--- src/rtl/ddma_rx_pkg.sv ---
// ddma_rx_pkg
// Shared definitions for the DDMA receive engine:
//   - rx_state_e : receive FSM states
//   - src_xy / dst_xy : extract the XY fields from a header flit
//   - xy_x / xy_y : extract the X and Y coordinates from an XY field
// The helpers work on a 64-bit container. FLIT_WIDTH must therefore be
// 64 or less. Callers cast their operands into and out of the container.
package ddma_rx_pkg;

  localparam int unsigned DDMA_MAX_FLIT_WIDTH = 64;
  localparam int unsigned DDMA_MAX_XY_WIDTH   = DDMA_MAX_FLIT_WIDTH / 2;

  typedef logic [DDMA_MAX_FLIT_WIDTH-1:0] ddma_flit_t;
  typedef logic [DDMA_MAX_XY_WIDTH-1:0]   ddma_xy_t;

  typedef enum logic [2:0] {
    ST_IDLE      = 3'd0,
    ST_SIZE      = 3'd1,
    ST_PAYLOAD   = 3'd2,
    ST_DONE      = 3'd3,
    ST_DROP_SIZE = 3'd4,
    ST_DROP_BODY = 3'd5
  } rx_state_e;

  // Upper half of the header flit is the source XY.
  function automatic ddma_xy_t src_xy(input ddma_flit_t flit, input int unsigned flitWidth);
    ddma_flit_t mask;
    mask = {DDMA_MAX_FLIT_WIDTH{1'b1}} >> (DDMA_MAX_FLIT_WIDTH - flitWidth / 2);
    return ddma_xy_t'((flit >> (flitWidth / 2)) & mask);
  endfunction

  // Lower half of the header flit is the destination XY.
  function automatic ddma_xy_t dst_xy(input ddma_flit_t flit, input int unsigned flitWidth);
    ddma_flit_t mask;
    mask = {DDMA_MAX_FLIT_WIDTH{1'b1}} >> (DDMA_MAX_FLIT_WIDTH - flitWidth / 2);
    return ddma_xy_t'(flit & mask);
  endfunction

  // X is the upper quarter-flit of an XY field.
  function automatic ddma_xy_t xy_x(input ddma_xy_t xy, input int unsigned flitWidth);
    ddma_xy_t mask;
    mask = {DDMA_MAX_XY_WIDTH{1'b1}} >> (DDMA_MAX_XY_WIDTH - flitWidth / 4);
    return (xy >> (flitWidth / 4)) & mask;
  endfunction

  // Y is the lower quarter-flit of an XY field.
  function automatic ddma_xy_t xy_y(input ddma_xy_t xy, input int unsigned flitWidth);
    ddma_xy_t mask;
    mask = {DDMA_MAX_XY_WIDTH{1'b1}} >> (DDMA_MAX_XY_WIDTH - flitWidth / 4);
    return xy & mask;
  endfunction

endpackage

--- src/rtl/ddma_rx_engine.sv ---
// ddma_rx_engine
// Receive-side DMA engine for a processing element's NoC local port.
// The engine parses the header and size flits and writes the whole packet
// into a fixed receive buffer. It then holds the packet and keeps credit
// low until the CPU acknowledges it.
//
// Optional feature macro: DDMA_RX_DEST_CHECK_EN
//   defined   : headers whose dst_xy differs from ADDRESS are discarded.
//   undefined : every header is accepted.
//
// Ports:
//   clock, reset   : system clock, asynchronous active-high reset
//   data_i, rx_i   : incoming flit and its valid
//   credit_o       : ready; a flit transfers when rx_i && credit_o
//   mem_wb_o, mem_addr_o, mem_data_o : registered memory write port
//   recv_done_o    : a complete packet sits in the buffer
//   recv_src_o     : source XY of the buffered packet
//   recv_nflits_o  : flits written (header + size + payload)
//   drop_o         : one-cycle pulse when a packet was discarded
//   recv_ack_i     : CPU releases the buffer
module ddma_rx_engine
  import ddma_rx_pkg::*;
#(
  parameter int unsigned FLIT_WIDTH = 32,
  parameter int unsigned ADDRESS    = 0,
  parameter int unsigned ADDR_WIDTH = 16,
  parameter int unsigned BUF_BASE   = 0,
  parameter int unsigned BUF_DEPTH  = 64
) (
  input  logic                    clock,
  input  logic                    reset,
  input  logic [FLIT_WIDTH-1:0]   data_i,
  input  logic                    rx_i,
  output logic                    credit_o,
  output logic                    mem_wb_o,
  output logic [ADDR_WIDTH-1:0]   mem_addr_o,
  output logic [FLIT_WIDTH-1:0]   mem_data_o,
  output logic                    recv_done_o,
  output logic [FLIT_WIDTH/2-1:0] recv_src_o,
  output logic [FLIT_WIDTH-1:0]   recv_nflits_o,
  output logic                    drop_o,
  input  logic                    recv_ack_i
);

  localparam int unsigned HALF = FLIT_WIDTH / 2;
  localparam logic [ADDR_WIDTH-1:0] BASE_ADDR = ADDR_WIDTH'(BUF_BASE);
  localparam logic [FLIT_WIDTH:0]   DEPTH_EXT = (FLIT_WIDTH + 1)'(BUF_DEPTH);

  rx_state_e               r_state;
  logic                    r_credit;
  logic                    r_memWb;
  logic [ADDR_WIDTH-1:0]   r_memAddr;
  logic [FLIT_WIDTH-1:0]   r_memData;
  logic                    r_done;
  logic [HALF-1:0]         r_recvSrc;
  logic [FLIT_WIDTH-1:0]   r_recvNflits;
  logic                    r_drop;
  logic [HALF-1:0]         r_hdrSrc;
  logic [FLIT_WIDTH-1:0]   r_n;
  logic [FLIT_WIDTH-1:0]   r_remain;
  logic [ADDR_WIDTH-1:0]   r_wrAddr;

  logic                    w_accept;
  logic [HALF-1:0]         w_hdrSrc;
  logic                    w_sizeZero;
  logic                    w_tooBig;
  logic                    w_lastFlit;
  logic                    w_destOk;

  assign w_accept   = rx_i && r_credit;
  assign w_hdrSrc   = HALF'(src_xy(DDMA_MAX_FLIT_WIDTH'(data_i), FLIT_WIDTH));
  assign w_sizeZero = (data_i == '0);
  // N+2 is evaluated one bit wider so the largest N cannot wrap into "fits".
  assign w_tooBig   = (({1'b0, data_i} + (FLIT_WIDTH + 1)'(2)) > DEPTH_EXT);
  assign w_lastFlit = (r_remain == FLIT_WIDTH'(1));

`ifdef DDMA_RX_DEST_CHECK_EN
  assign w_destOk = (HALF'(dst_xy(DDMA_MAX_FLIT_WIDTH'(data_i), FLIT_WIDTH)) == HALF'(ADDRESS));
`else
  assign w_destOk = 1'b1;
`endif

  // Receive FSM. All outputs are registered here. The write strobe and the
  // drop pulse default low each cycle, so each one lasts a single cycle.
  always_ff @(posedge clock or posedge reset) begin
    if (reset) begin
      r_state      <= ST_IDLE;
      r_credit     <= 1'b1;
      r_memWb      <= 1'b0;
      r_memAddr    <= '0;
      r_memData    <= '0;
      r_done       <= 1'b0;
      r_recvSrc    <= '0;
      r_recvNflits <= '0;
      r_drop       <= 1'b0;
      r_hdrSrc     <= '0;
      r_n          <= '0;
      r_remain     <= '0;
      r_wrAddr     <= '0;
    end else begin
      r_memWb <= 1'b0;
      r_drop  <= 1'b0;
      case (r_state)
        ST_IDLE: begin
          if (w_accept) begin
            if (w_destOk) begin
              r_memWb   <= 1'b1;
              r_memAddr <= BASE_ADDR;
              r_memData <= data_i;
              r_hdrSrc  <= w_hdrSrc;
              r_state   <= ST_SIZE;
            end
`ifdef DDMA_RX_DEST_CHECK_EN
            else begin
              r_state <= ST_DROP_SIZE;
            end
`endif
          end
        end
        ST_SIZE: begin
          if (w_accept) begin
            // The size flit is always stored, even for a packet that will be
            // discarded because it does not fit.
            r_memWb   <= 1'b1;
            r_memAddr <= BASE_ADDR + ADDR_WIDTH'(1);
            r_memData <= data_i;
            r_n       <= data_i;
            r_remain  <= data_i;
            r_wrAddr  <= BASE_ADDR + ADDR_WIDTH'(2);
            if (w_sizeZero) begin
              r_state      <= ST_DONE;
              r_done       <= 1'b1;
              r_credit     <= 1'b0;
              r_recvSrc    <= r_hdrSrc;
              r_recvNflits <= FLIT_WIDTH'(2);
            end else if (w_tooBig) begin
              r_state <= ST_DROP_BODY;
            end else begin
              r_state <= ST_PAYLOAD;
            end
          end
        end
        ST_PAYLOAD: begin
          if (w_accept) begin
            r_memWb   <= 1'b1;
            r_memAddr <= r_wrAddr;
            r_memData <= data_i;
            r_wrAddr  <= r_wrAddr + ADDR_WIDTH'(1);
            r_remain  <= r_remain - FLIT_WIDTH'(1);
            if (w_lastFlit) begin
              r_state      <= ST_DONE;
              r_done       <= 1'b1;
              r_credit     <= 1'b0;
              r_recvSrc    <= r_hdrSrc;
              r_recvNflits <= r_n + FLIT_WIDTH'(2);
            end
          end
        end
        ST_DONE: begin
          if (recv_ack_i) begin
            r_state  <= ST_IDLE;
            r_done   <= 1'b0;
            r_credit <= 1'b1;
          end
        end
`ifdef DDMA_RX_DEST_CHECK_EN
        ST_DROP_SIZE: begin
          if (w_accept) begin
            if (w_sizeZero) begin
              r_drop  <= 1'b1;
              r_state <= ST_IDLE;
            end else begin
              r_remain <= data_i;
              r_state  <= ST_DROP_BODY;
            end
          end
        end
`endif
        ST_DROP_BODY: begin
          if (w_accept) begin
            r_remain <= r_remain - FLIT_WIDTH'(1);
            if (w_lastFlit) begin
              r_drop  <= 1'b1;
              r_state <= ST_IDLE;
            end
          end
        end
        default: begin
          r_state  <= ST_IDLE;
          r_credit <= 1'b1;
          r_done   <= 1'b0;
        end
      endcase
    end
  end

  assign credit_o      = r_credit;
  assign mem_wb_o      = r_memWb;
  assign mem_addr_o    = r_memAddr;
  assign mem_data_o    = r_memData;
  assign recv_done_o   = r_done;
  assign recv_src_o    = r_recvSrc;
  assign recv_nflits_o = r_recvNflits;
  assign drop_o        = r_drop;

endmodule
--- config.mk ---
export PLATFORM = sky130hd
export DESIGN_NAME = ddma_rx_engine
export DESIGN_NICKNAME = d
export VERILOG_FILES = /design/src/rtl/ddma_rx_pkg.sv /design/src/rtl/ddma_rx_engine.sv
export SDC_FILE = /design/constraint.sdc
export NUM_CORES = 1
export LEC_CHECK = 0
export CORE_MARGIN = 2
export CORE_UTILIZATION = 30
export CTS_BUF_LIST = sky130_fd_sc_hd__clkbuf_4 sky130_fd_sc_hd__clkbuf_8
export DETAILED_ROUTE_END_ITERATION = 10
export GPL_TIMING_DRIVEN = 0
export PLACE_DENSITY = 0.57
export SLEW_MARGIN = 20
export SYNTH_ARGS = -nofsm -noshare
export SYNTH_HDL_FRONTEND = slang
export SYNTH_SLANG_ARGS = --single-unit
--- constraint.sdc ---
create_clock -name clock -period 5.65 [get_ports clock]
set_input_delay 0.565 -clock clock [delete_from_list [all_inputs] [get_ports clock]]
set_output_delay 0.565 -clock clock [all_outputs]
set_load 0.01 [all_outputs]
==> flow_summary.yaml <==
global_route:
  grt_pass1_vias: 8236
  grt_overflow: 0
  grt_max_degree: 34
  grt_usage_pct: 18.0
  grt_pass1_wl_um: 47300
  antenna_found_initial: 0
critical_path:
  crit_start: "data_i[9]"
  cpPeakStageDelay_ps: 800
  cp.required_ps: 6010
  end_kind: "flip-flop"
  cp_cell_sequence: "clkdlybuf4s50_1 -> and4_1 -> nand4_4 -> nor4b_1 -> o22ai_1 -> nor4_1 -> a41oi_1 -> o31a_1"
  worstReg2RegEnd: "recv_nflits_o[24]"
  path_class: "in2reg"
  crit_fanout: 10
  cp.arrival_ps: 3590
  worstReg2RegStart: "r_remain[20]"
  cp_slowest_cell: "clkdlybuf4s50_1"
  r2r_slack_ps: 2770
  worst-path-buf-inv: 1
  r2r_cells: 10
  start_kind: "primary input"
  cp_top_family: "simple AND/OR/NAND/NOR gates"
finish:
  finalNetCount: 1263
  syn_to_final_growth_pct: 23.0
  layout-drive-gt1-share_pct: 8.83
  layoutNonFillerInstCount: 1677
  final_util_pct: 37.4
  finalInstanceArea_um2: 12100
  diodes: 0
outcome:
  status: "finished, final reports clean"
power:
  switchingPower_uw: 2240
  switching_share_pct: 40.5
  power.internal_uw: 3300
  pwr-share-seq_pct: 41.6
  vdd_drop_max_uv: 179
  p_clk_share_pct: 17.8
  p_leak_uw: 0.00509
  power.density_nw_per_um2: 456
  comb_power_share_pct: 40.6
sta:
  fin_ws_ps: 2420
  finalMaxSlewViolations: 0
  slew-limit-headroom_pct: 44.8
  setup_viol: 0
  grt_setup_unrepaired: "no"
  report.final.hold_viol_count: 0
  min_period_ps: 3230
  skew_ps: 30.8
  finalSetupTns_ps: 0
  fmax_ghz: 0.309
  worst_slew_pin_slew_ps: 828
  fin_crit_sh_pct: 57.2
yosys:
  synth_area_leaders: "dfrtp_1, nand2_1, o21ai_0"
  synth-seq-cells: 199
  synth.distinct_cells: 66
  synth-edff-count: 0
  syn_avg_cell_area_um2: 9.13
  synth_ff_type: "dfrtp_1"
  synthesis.area_um2: 9870
  ys_seq_area_share_pct: 50.5
  synthArstFlopShare_pct: 100
  syn_inst: 1081
  yosysMostFrequentCell: "nand2_1"
  ys_warn_count: 0
  ys_top_cells_by_count: "nand2_1, dfrtp_1, o21ai_0, nor2_1"
  syn_nets: 1122
  yosysTopAreaCell: "dfrtp_1"
  synth_top_area_share_pct: 50.2
cts:
  h-tree-depth: 4
  post_cts_buffers: 0
  cts_resized: 0
  root_buffer: "clkbuf_8"
  insertion_delay_ps: 490
  cts_hold_buf: 0
  cts_tree: "built"
  numCtsBuffers: 17
  cts.clk_slew.worst_paths_ps: 110
  clockBufferDepth: 2
  cts_num_sinks: 199
place:
  dp_cells: 1645
  gp_congestion: 0.885
  place_area_um2: 11700
  dpl.hpwl_um: 21900
  port_buffers: 115
  pre_cts_slack_ps: 1970
floorplan:
  dieArea_um2: 34400
  core.rowCount: 66
  die_w_um: 185
  start_util_pct: 30.4
  dieHeight_um: 185
  fp.coreArea_um2: 32500
  io_pins: 136
route:
  first_iter_violations: 626
  wl_per_cell_um: 17.9
  drc: 0
  ant_nets: 0
  dr.pass1.iters: 7
  via_per_inst: 5.03
  routed_wl_um: 30000
  vias: 8440
worst_hold_path:
  hold_start: "data_i[5]"
  hp-class: "in2reg"
  whs_path_depth: 3
  min_to: "r_n[5]"
run:
  drv_cap: 0
[cell usage in the layout (no fill, tap or decap), drive strengths merged, types with 4 or more instances in the layout]
master         netlist  routed
nand2              266     266
dfrtp              198     198
clkdlybuf4s50        0     115
o21ai               85      85
clkbuf              54      73
nor2                67      67
a21oi               48      48
nand3               35      35
xor2                31      31
mux2                31      31
nor3                28      28
buf                 16      23
xnor2               22      22
inv                 17      22
nand4               20      20
a22o                19      19
and3                15      15
nor4                15      15
a22oi               11      11
and4                 7       7
or3                  7       7
o22ai                7       7
or4                  6       6
nand2b               5       5
o31ai                5       5
mux2i                5       5
ha                   5       5
or2                  4       4
and2                 4       4
o32ai                4       4
o2bb2ai              4       4
clkinvlp             0       4
[through the flow]
| step | total power, uW | hold WS, ps |
|---|---|---|
| 3_3_place_gp | 4520 | 461 |
| 5_1_grt | 5940 | 314 |
| 4_1_cts | 5580 | 305 |
| 6_report | 5540 | 344 |
| 3_5_place_dp | 4580 | 463 |
| 2_1_floorplan | 3630 | 446 |
[logic make-up (layout without fill, tap and decap cells)]
family | Yosys count | count (layout) | synth area share, %
fa+ha+maj | 5 | 5 | 0.634
xor+xnor | 53 | 53 | 4.70
flops | 199 | 199 | 50.5
mux | 36 | 36 | 4.04
simple gates | 492 | 492 | 23.0
compound gates | 209 | 209 | 13.0
buf+inv | 87 | 241 | 4.20
[metal layers]
layer / GRT usage, % / part of all wire [%]
met1: 24.1 / 45
met2: 28.7 / 47
met3: 4.31 / 6.0
met4: 5.52 / 1.9
met5: 0 / 0
[power groups by stage]
stage | logic [uW] | registers, uW | clock network (uW)
finish | 2250 | 2310 | 986
CTS | 2260 | 2310 | 1010
global placement | 2200 | 2320 | 0
detailed placement | 2250 | 2330 | 0
floorplan | 1310 | 2320 | 0
global route | 2490 | 2370 | 1070
[layout make-up]
| cell class | instances | area, um2 |
|---|---|---|
| Multi-Input combinational cell | 795 | 4480 |
| Sequential cell | 199 | 4980 |
| Buffer | 70 | 350 |
| Inverter | 17 | 67.6 |
| Clock buffer | 19 | 255 |
| Timing Repair Buffer | 122 | 1300 |
| Fill cell | 3231 | 20300 |
| Tap cell | 442 | 553 |
| Clock inverter | 13 | 163 |
[how the worst max path moves through the flow]
| stage | slack [ps] | end | cells after the start |
|---|---|---|---|
| after floorplan | 2510 | drop_o | 1 |
| after global placement | 770 | mem_data_o[3] | 2 |
| after detailed placement | 1970 | r_state[0] | 8 |
| after CTS | 2500 | r_state[0] | 8 |
| after global routing | 2310 | r_state[0] | 9 |
| final | 2420 | r_state[0] | 8 |
[sequential cells by signal, summed over array words and instances (netlist names)]
signal         cells
recv_nflits_o     32
mem_addr_o        16
drop_o             1
recv_done_o        1
r_state            3
r_hdrSrc          16
mem_data_o        32
recv_src_o        16
r_remain          32
mem_wb_o           1
r_wrAddr          16
credit_o           1
r_n               32
[worst reg2reg max path: cells and delay by family, from the launching register on]
kind	cells	cell delay (ps)
simple gates	6	1590
flops	1	370
buf+inv	3	710
compound gates	1	80
No activity file was read; power rests on OpenSTA's default activity.
